==> config.mk <==
export PLATFORM = sky130hd
export DESIGN_NAME = wb_tia_audio
export DESIGN_NICKNAME = d
export VERILOG_FILES = /design/src/rtl/wb_tia_audio.sv
export SDC_FILE = /design/constraint.sdc
export NUM_CORES = 1
export LEC_CHECK = 0
export BUFFER_PORTS_ARGS = -buffer_cell sky130_fd_sc_hd__clkbuf_2
export CORE_MARGIN = 5
export CORE_UTILIZATION = 61
export DETAILED_ROUTE_END_ITERATION = 8
export GPL_TIMING_DRIVEN = 0
export PLACE_DENSITY = 0.81
export SETUP_SLACK_MARGIN = 0.05
export SYNTH_ARGS = -nofsm -noshare
export SYNTH_HDL_FRONTEND = slang
export SYNTH_SLANG_ARGS = --single-unit
export TNS_END_PERCENT = 1
==> constraint.sdc <==
create_clock -name clk_i -period 3 [get_ports clk_i]
set_input_delay 0.15 -clock clk_i [delete_from_list [all_inputs] [get_ports clk_i]]
set_output_delay 0.15 -clock clk_i [all_outputs]
set_load 0.01 [all_outputs]
==> src/rtl/wb_tia_audio.sv <==
// Wishbone TIA-style multi-channel audio generator with per-channel poly/divider tones and summing mixer.
// Optional PWM output stage enabled by defining WB_TIA_AUDIO_PWM_EN; otherwise pwm_o is tied low.
module wb_tia_audio #(
  parameter int WB_DATA_WIDTH = 8,
  parameter int WB_ADDR_WIDTH = 4,
  parameter int NUM_CH        = 2,
  parameter int CLK_DIV       = 512,
  localparam int MIX_W        = 4 + $clog2(NUM_CH)
) (
  input  logic                     clk_i,
  input  logic                     rst_ni,
  input  logic                     stb_i,
  input  logic                     we_i,
  input  logic [WB_ADDR_WIDTH-1:0] adr_i,
  input  logic [WB_DATA_WIDTH-1:0] dat_i,
  output logic                     ack_o,
  output logic [WB_DATA_WIDTH-1:0] dat_o,
  output logic [MIX_W-1:0]         mix_o,
  output logic                     pwm_o
);

  localparam int CW = WB_ADDR_WIDTH - 2;
  localparam int PW = $clog2(CLK_DIV);

  logic [PW-1:0] pre_cnt;
  logic          tick;
  logic [CW-1:0] ch_sel;
  logic [1:0]    reg_sel;
  logic          wr_en;
  logic          unused_dat;

  logic [4:0]               ch_rd  [NUM_CH];
  logic [3:0]               ch_vol [NUM_CH];
  logic [WB_DATA_WIDTH-1:0] rd_data;
  logic [MIX_W-1:0]         mix_sum;

  assign ch_sel     = adr_i[WB_ADDR_WIDTH-1:2];
  assign reg_sel    = adr_i[1:0];
  assign wr_en      = stb_i && we_i;
  assign unused_dat = ^dat_i;
  assign tick       = (pre_cnt == PW'(CLK_DIV - 1));

  always_ff @(posedge clk_i or negedge rst_ni) begin
    if (!rst_ni)   pre_cnt <= '0;
    else if (tick) pre_cnt <= '0;
    else           pre_cnt <= pre_cnt + PW'(1);
  end

  for (genvar c = 0; c < NUM_CH; c++) begin : g_ch
    logic       sel;
    logic [3:0] audc;
    logic [4:0] audf;
    logic [3:0] audv;
    logic [4:0] fcnt;
    logic       pulse;
    logic [3:0] poly4;
    logic [4:0] poly5;
    logic [8:0] poly9;
    logic [4:0] div31;
    logic [1:0] div6;
    logic       tog6;
    logic       tog2;
    logic       poly4_adv;
    logic       div6_adv;
    logic       ch_bit;
    logic [4:0] rd_val;

    assign sel       = wr_en && (ch_sel == CW'(c));
    assign pulse     = tick && (fcnt == audf);
    assign poly4_adv = (audc == 4'h2 || audc == 4'h3) ? poly5[4] : 1'b1;
    assign div6_adv  = (audc == 4'hF) ? poly5[4] : 1'b1;

    always_ff @(posedge clk_i or negedge rst_ni) begin
      if (!rst_ni) begin
        audc <= '0;
        audf <= '0;
        audv <= '0;
      end else if (sel) begin
        case (reg_sel)
          2'd0:    audc <= dat_i[3:0];
          2'd1:    audf <= dat_i[4:0];
          2'd2:    audv <= dat_i[3:0];
          default: ;
        endcase
      end
    end

    // Generators step on the old register values when a write lands on a pulse.
    always_ff @(posedge clk_i or negedge rst_ni) begin
      if (!rst_ni) begin
        fcnt  <= '0;
        poly4 <= '1;
        poly5 <= '1;
        poly9 <= '1;
        div31 <= '0;
        div6  <= '0;
        tog6  <= 1'b0;
        tog2  <= 1'b0;
      end else begin
        if (tick) fcnt <= pulse ? 5'd0 : fcnt + 5'd1;
        if (pulse) begin
          if (poly4_adv) poly4 <= (poly4 == '0) ? '1 : {poly4[2:0], poly4[3] ^ poly4[2]};
          poly5 <= (poly5 == '0) ? '1 : {poly5[3:0], poly5[4] ^ poly5[2]};
          poly9 <= (poly9 == '0) ? '1 : {poly9[7:0], poly9[8] ^ poly9[4]};
          div31 <= (div31 == 5'd30) ? 5'd0 : div31 + 5'd1;
          tog2  <= ~tog2;
          if (div6_adv) begin
            if (div6 == 2'd2) begin
              div6 <= 2'd0;
              tog6 <= ~tog6;
            end else begin
              div6 <= div6 + 2'd1;
            end
          end
        end
      end
    end

    always_comb begin
      ch_bit = 1'b1;
      case (audc)
        4'h0, 4'hB:       ch_bit = 1'b1;
        4'h1, 4'h2, 4'h3: ch_bit = poly4[3];
        4'h4, 4'h5:       ch_bit = tog2;
        4'h6, 4'hA:       ch_bit = (div31 < 5'd13);
        4'h7, 4'h9:       ch_bit = poly5[4];
        4'h8:             ch_bit = poly9[8];
        default:          ch_bit = tog6;
      endcase
    end

    always_comb begin
      rd_val = '0;
      case (reg_sel)
        2'd0:    rd_val = {1'b0, audc};
        2'd1:    rd_val = audf;
        2'd2:    rd_val = {1'b0, audv};
        default: rd_val = {4'b0, ch_bit};
      endcase
    end

    assign ch_rd[c]  = rd_val;
    assign ch_vol[c] = ch_bit ? audv : 4'd0;
  end

  // Unpopulated channel slots fall through to zero.
  always_comb begin
    rd_data = '0;
    for (int c = 0; c < NUM_CH; c++) begin
      if (ch_sel == CW'(c)) rd_data[4:0] = ch_rd[c];
    end
  end

  always_comb begin
    mix_sum = '0;
    for (int c = 0; c < NUM_CH; c++) begin
      mix_sum = mix_sum + MIX_W'(ch_vol[c]);
    end
  end

  always_ff @(posedge clk_i or negedge rst_ni) begin
    if (!rst_ni) begin
      ack_o <= 1'b0;
      dat_o <= '0;
      mix_o <= '0;
    end else begin
      ack_o <= stb_i;
      if (stb_i && !we_i) dat_o <= rd_data;
      mix_o <= mix_sum;
    end
  end

`ifdef WB_TIA_AUDIO_PWM_EN
  logic [MIX_W-1:0] pwm_cnt;

  always_ff @(posedge clk_i or negedge rst_ni) begin
    if (!rst_ni) begin
      pwm_cnt <= '0;
      pwm_o   <= 1'b0;
    end else begin
      pwm_cnt <= pwm_cnt + MIX_W'(1);
      pwm_o   <= (pwm_cnt < mix_o);
    end
  end
`else
  assign pwm_o = 1'b0;
`endif

endmodule

==> impl_results.md, run 1 <==
- Crit-path max cell delay: 410 ps
- Post-detail-place hpwl: 7.34 mm
- Synth Instances: 531
- Post-route antenna net violation count: 0
- Most common cell in the synthesized netlist: nor2_1
- Die width: 105 um
- Slew of the pin with the lowest slew margin: 839 ps
- HP Start: adr_i[3]
- PD cells: 499 nW/um^2
- Crit path max fanout: 10
- Ys async rst share: 100%
- Worst Path Arrival: 2990 ps
- CTS max path bufs: 2
- Tmin final: 2730 ps
- GRT Total Usage: 20.0%
- R2r worst-path depth: 9
- Std-Cell Rows: 34
- GR Overflow Total: 0
- Total power: 3.00 mW
- Min-Delay Path Class: in2reg
- CTS clk-pin slew, worst paths: 100 ps
- Num CTS Buffers: 9
- Max H-tree Level: 3
- Vert. Die Dim: 105 um
- Most common cell on crit path: a21o_1
- Final worst-path cycle share: 91.0%
- CP cell instances: buf_6 -> a31o_1 -> a221o_1 -> o32a_1 -> and2_2 -> ha_1 -> fa_1 -> a21o_1 -> a21o_1
- WHS Endpoint: dat_o[4]
- Detailed Route Iter0 Violations: 200
- Fin nets: 600
- Synth area leader: dfrtp_1
- DR WL/cell: 15.3 um
- Total routed wirelength: 10.4 mm
- Setup TNS: 0 ps
- DRC errors left: 0
- R2R Setup Slk: 270 ps
- Hold depth: 2
- Post-synth EDFFs: 0
- Vias: 3992
- Final Max Slew Viols: 0
- Largest net degree at the start of global routing: 111
- Worst-skew pair later-pin latency: 370 ps
- Max-slew headroom: 44.1%
- Critical Path RT: 3260 ps
- Synth area leaders: dfrtp_1, dfstp_2, mux2_2, nor2_1, a21oi_1
- Avg Cell Area, Syn: 10.4 um^2
- Gpl congestion: 0.830
- Initial Util: 63.0%
- First-pass GRT wire length: 18.5 mm
- Antenna violations before repair: 0
- First-pass iteration count of the detailed router: 4
- Vias in the first global route: 4003
- Final Hold Viols: 0
- Port Buffer Count: 22
- R2R Path End: mix_o[4]
- Crit start category: register
- CP Capture Type: register
- Ys flop type: dfrtp_1
- Post-route clock skew: 12.3 ps
- Root Driver: clkbuf_8
- Flip-flop and latch area: 2800 um^2
- CP startpoint: g_ch[1].poly5[4]
- Core Footprint: 8760 um^2
- Worst setup path class: reg2reg
- Diodes inserted: 0
- Synth top area share: 33.5%
- Worst VDD drop: 0.239 mV
- P&R area growth vs syn: 8.86%
- Core Util, Final: 68.6%
- Dpl cells: 664
- Final cell count without fillers: 682
- #FFs+latches synth: 110
- Fmax: 366 MHz
- Register area share after synthesis: 50.7%
- Outcome: finished, final reports clean
- List of most frequent post-synthesis cells: nor2_1, dfrtp_1, a21oi_1
- Yosys cell types: 57
- DIE AREA: 11100 um^2
- P_leak: 2.83 nW
- Filler cells: 655
- Origin of the critical flop-to-flop path: g_ch[1].poly5[4]
- Synthesized area: 5520 um^2
- Reported max-cap violation count: 0
- Clock sinks: 110
- RSZ-0062 raised after global routing: no
- Critical path's slowest cell: fa_1
- Setup violations, final: 0
- Area of the multi-input gates: 2580 um^2
- I/O pins: 31
- Yosys Warn Count: 0
- Vias/cell: 5.85
- Layout cells sized above 1: 23.5%
- CTS tree: built
[critical path: cells and delay by family, from the launching register on]
kind / cells / cell delay (ps)
simple gates: 1 / 230
compound gates: 5 / 1270
fa+ha+maj: 2 / 630
buf+inv: 1 / 130
flops: 1 / 380
[per-layer routing]
metal | up-vias | wire length (um) | track usage (%)
met1 | 1964 | 4670 | 25.9
met2 | 82 | 5310 | 34.5
li1 | 1935 | - | -
met4 | 0 | 95 | 4.57
met3 | 11 | 378 | 4.25
met5 | - | 0 | 0
[repair_timing]
action | 4_1_cts | 5_1_grt
setup buffers | 0 | 0
endpoints found under the setup margin | 0 | 1
hold endpoints to repair | 75 | 0
resized for setup | 0 | 1
hold buffers | 2 | 0
[flip-flops by register name, indices dropped and copies added, names as in the netlist]
| name | flops |
|---|---|
| g_ch.poly4 | 8 |
| g_ch.poly9 | 18 |
| mix_o | 5 |
| g_ch.div31 | 10 |
| g_ch.poly5 | 10 |
| g_ch.tog2 | 2 |
| pre_cnt | 9 |
| g_ch.audc | 8 |
| g_ch.audv | 8 |
| g_ch.fcnt | 10 |
| g_ch.tog6 | 2 |
| ack_o | 1 |
| g_ch.audf | 10 |
| dat_o | 5 |
| g_ch.div6 | 4 |
[where the power goes]
group	switching, mW	total (mW)	internal, mW
Sequential	0.0905	1.68	1.59
Combinational	0.222	0.425	0.204
Clock	0.488	0.899	0.411
Total	0.800	3.00	2.20
[cell families (layout without fill, tap and decap cells)]
kind of cell             after synthesis  in the layout  synth area share (%)
XOR/XNOR                              28             28                  4.44
flip-flops                           110            110                  50.7
multiplexers                          49             49                  9.79
adder cells (fa/ha/maj)               15             15                  3.53
AND/OR/NAND/NOR                      188            188                  16.7
AO/OA/AOI/OAI                        105            105                  11.8
other                                  1              4                0.0679
buffers and inverters                 35             75                  2.97
[cells in the final DEF, fill, tap and decap left out, drive strengths merged, types with 3 or more instances in the layout]
master,count
clkbuf,43
o21bai,3
nand3,6
o21ai,22
a21o,3
mux2,40
nand2b,9
ha,14
dfstp,36
nor3,7
o22ai,3
xnor2,10
conb,4
nand4,9
nor2,82
xor2,18
o211ai,5
inv,13
nand2,29
nor4,12
and3,4
buf,13
dfrtp,74
and2,10
mux2i,9
nor2b,9
a41oi,3
a21oi,46
[stage by stage]
stage / setup WS, ps / hold WS, ps / cell area (um^2)
CTS: 255 / 18.3 / 6010
finish: 270 / 38.8 / 6010
detailed placement: 279 / 316 / 5790
global route: 68.8 / 33.2 / 6010
floorplan: 446 / -146 / 5530
global placement: 316 / 326 / 5780
[worst max path at each step]
stage                     slack [ps]                to  depth (start not counted)
final                            270          mix_o[4]                          9
after global routing              70  g_ch[1].poly5[2]                         10
after CTS                        260          mix_o[4]                          9
after detailed placement         280          mix_o[4]                          9
after global placement           320          mix_o[4]                          9
after floorplan                  450          mix_o[4]                          9
[area by class of cell]
cell class,instances,area share [%]
Buffer,23,1.98
Clock buffer,11,2.35
Clock inverter,5,0.978
Inverter,12,0.749
Multi-Input combinational cell,389,42.9
Sequential cell,110,46.5
Tap cell,108,2.25
Timing Repair Buffer,24,2.31
Note: power is estimated with default switching activity, not from simulation.
==> run 2, diff against run 1 <==
==> constraint.sdc (replaced) <==
create_clock -name clk_i -period 3.35 [get_ports clk_i]
set_input_delay 0.1675 -clock clk_i [delete_from_list [all_inputs] [get_ports clk_i]]
set_output_delay 0.1675 -clock clk_i [all_outputs]
set_load 0.01 [all_outputs]
==> run 2 against run 1 <==
Compared with the run above:
- setup slack improved by 340 ps
- clock-buffer cell count is the same
- final area hardly changed
- non-clock buffer count did not move
- hold slack better by 21 ps
- sequential cell count unchanged
- clock skew is 1.8 ps higher
- utilization about the same
- die area did not move
- critical path depth is the same
- first-iteration DRC count grew 7.5%
==> impl_results.md, run 2 (same netlist as run 1, synthesis figures left out) <==
- Outcome: finished, final reports clean (unchanged)
- Filler cells: 656 (was 655)
- Num CTS Buffers: 9 (unchanged)
- Crit path max fanout: 10 (unchanged)
- Min-Delay Path Class: in2reg (unchanged)
- Critical Path RT: 3610 ps (was 3260 ps)
- Vias: 3994 (was 3992)
- Post-CTS Hold Buffers: 2 (unchanged)
- I/O pins: 31 (unchanged)
- CTS tree: built (unchanged)
- Post-route clock skew: 14.0 ps (was 12.3 ps)
- Layout cells sized above 1: 23.3% (was 23.5%)
- Vias in the first global route: 4003 (unchanged)
- Setup TNS: 0 ps (unchanged)
- GRT Total Usage: 20.0% (unchanged)
- Clock sinks: 110 (unchanged)
- Diodes inserted: 0 (unchanged)
- DIE AREA: 11100 um^2 (unchanged)
- Reported max-cap violation count: 0 (unchanged)
- Sw frac: 26.7% (about the same)
- Post-route antenna net violation count: 0 (unchanged)
- Worst-skew pair later-pin latency: 370 ps (about the same)
- P_leak: 2.83 nW (about the same)
- Root Driver: clkbuf_8 (unchanged)
- Worst VDD drop: 0.214 mV (was 0.239 mV)
- DR WL/cell: 15.3 um (unchanged)
- Final Hold Viols: 0 (unchanged)
- Initial Util: 63.0% (unchanged)
- Sequential share of power: 55.8% (was 55.9%)
- Setup violations, final: 0 (unchanged)
- Int Power: 1.97 mW (was 2.20 mW)
- Largest net degree at the start of global routing: 111 (unchanged)
- Largest register FFs: 18 (unchanged)
- CP Capture Type: register (unchanged)
- RSZ-0062 raised after global routing: no (unchanged)
- Clock group share of total power: 30.1% (was 30.0%)
- Fmax: 366 MHz (about the same)
- Post-detail-place hpwl: 7.34 mm (unchanged)
- Vert. Die Dim: 105 um (unchanged)
- Std-Cell Rows: 34 (unchanged)
- Post-CTS Resized: 0 (unchanged)
- Detailed Route Iter0 Violations: 215 (was 200)
- Max H-tree Level: 3 (unchanged)
- Final worst-path cycle share: 81.6% (was 91.0%)
- CTS max path bufs: 2 (unchanged)
- Total routed wirelength: 10.4 mm (unchanged)
- Commonest non-fill, non-tap cell in the layout: nor2_1 (unchanged)
- Core Footprint: 8760 um^2 (unchanged)
- Max-slew headroom: 44.0% (was 44.1%)
- Fin nets: 600 (unchanged)
- CTS clk-pin slew, worst paths: 100 ps (about the same)
- First-pass iteration count of the detailed router: 5 (was 4)
- Die width: 105 um (unchanged)
- Worst setup path class: reg2reg (unchanged)
- Most frequent cells in the layout: nor2_1, dfrtp_1, a21oi_1 (unchanged)
- Port Buffer Count: 22 (unchanged)
- Worst Path Arrival: 3000 ps (was 2990 ps)
- Post-CTS setup buffer count: 0 (unchanged)
- Crit start category: register (unchanged)
- Gpl congestion: 0.830 (unchanged)
- Final Max Slew Viols: 0 (unchanged)
- Tmin final: 2730 ps (about the same)
- Vias/cell: 5.86 (was 5.85)
- Most flop-heavy register: g_ch.poly9 (unchanged)
- Fraction of power consumed by combinational cells: 14.1% (was 14.2%)
- P&R area growth vs syn: 8.79% (was 8.86%)
- P_sw: 0.718 mW (was 0.800 mW)
- Antenna violations before repair: 0 (unchanged)
- GR Overflow Total: 0 (unchanged)
- Total power: 2.69 mW (was 3.00 mW)
- DRC errors left: 0 (unchanged)
- PD cells: 447 nW/um^2 (was 499 nW/um^2)
- Slew of the pin with the lowest slew margin: 839 ps (about the same)
- First-pass GRT wire length: 18.5 mm (unchanged)
-- run 2: cell count changes in the layout (fill, tap and decap cells not counted) --
cell	before	now
a21oi_1	45	46
a21oi_2	1	0
-- run 2: final timing paths --
path,startpoint,end,slack [ps],depth (start not counted)
setup / recovery,g_ch[1].poly5[4],mix_o[4],620,9
hold / removal,adr_i[3],dat_o[4],60,2
setup reg to reg,g_ch[1].poly5[4],mix_o[4],620,9
hold reg to reg,pre_cnt[0],pre_cnt[0],470,1
max in group asynchronous,rst_ni,pre_cnt[2],2310,2
min in group asynchronous,rst_ni,mix_o[1],450,2
-- run 2: final cells by class --
type | count | area, um^2 | share of cell area, %
timing repair buffer | 24 | 139 | 2.31
multi-input combinational | 389 | 2570 | 42.8
tap | 108 | 135 | 2.25
sequential | 110 | 2800 | 46.6
clock buffer | 11 | 141 | 2.35
inverter | 12 | 45.0 | 0.750
clock inverter | 5 | 58.8 | 0.979
buffer | 23 | 119 | 1.98
-- run 2: power groups by stage --
stage | registers, mW | clock network (mW) | logic (mW)
6_report | 1.50 | 0.808 | 0.379
3_5_place_dp | 1.52 | 0 | 0.378
5_1_grt | 1.51 | 0.898 | 0.427
2_1_floorplan | 1.52 | 0 | 0.242
4_1_cts | 1.50 | 0.832 | 0.383
3_3_place_gp | 1.52 | 0 | 0.364
-- run 2: stage by stage --
| step | util (%) | hold slack [ps] | setup WS [ps] | cell area [um^2] | std cells |
|---|---|---|---|---|---|
| final | 68.6 | 60.1 | 615 | 6010 | 682 |
| after global routing | 68.6 | 50.7 | 385 | 6010 | 682 |
| after CTS | 68.6 | 35.8 | 605 | 6010 | 682 |
| after detailed placement | 66.0 | 333 | 629 | 5790 | 664 |
| after global placement | 65.9 | 343 | 666 | 5780 | 664 |
| after floorplan | - | -128 | 796 | 5530 | 534 |
-- run 2: per-layer routing --
layer	vias up	global-route usage [%]	wire length (um)
met2	91	34.5	5310
met1	1956	25.9	4610
met3	8	4.25	447
met4	0	4.57	74
met5	-	0	0
li1	1939	-	-
-- run 2: worst max-delay path: stages, from the launching register on --
cell	delay, ps
dfstp_2	380
buf_6	130
a31o_1	210
a221o_1	340
o32a_1	370
and2_2	230
ha_1	220
fa_1	410
a21o_1	180
a21o_1	170
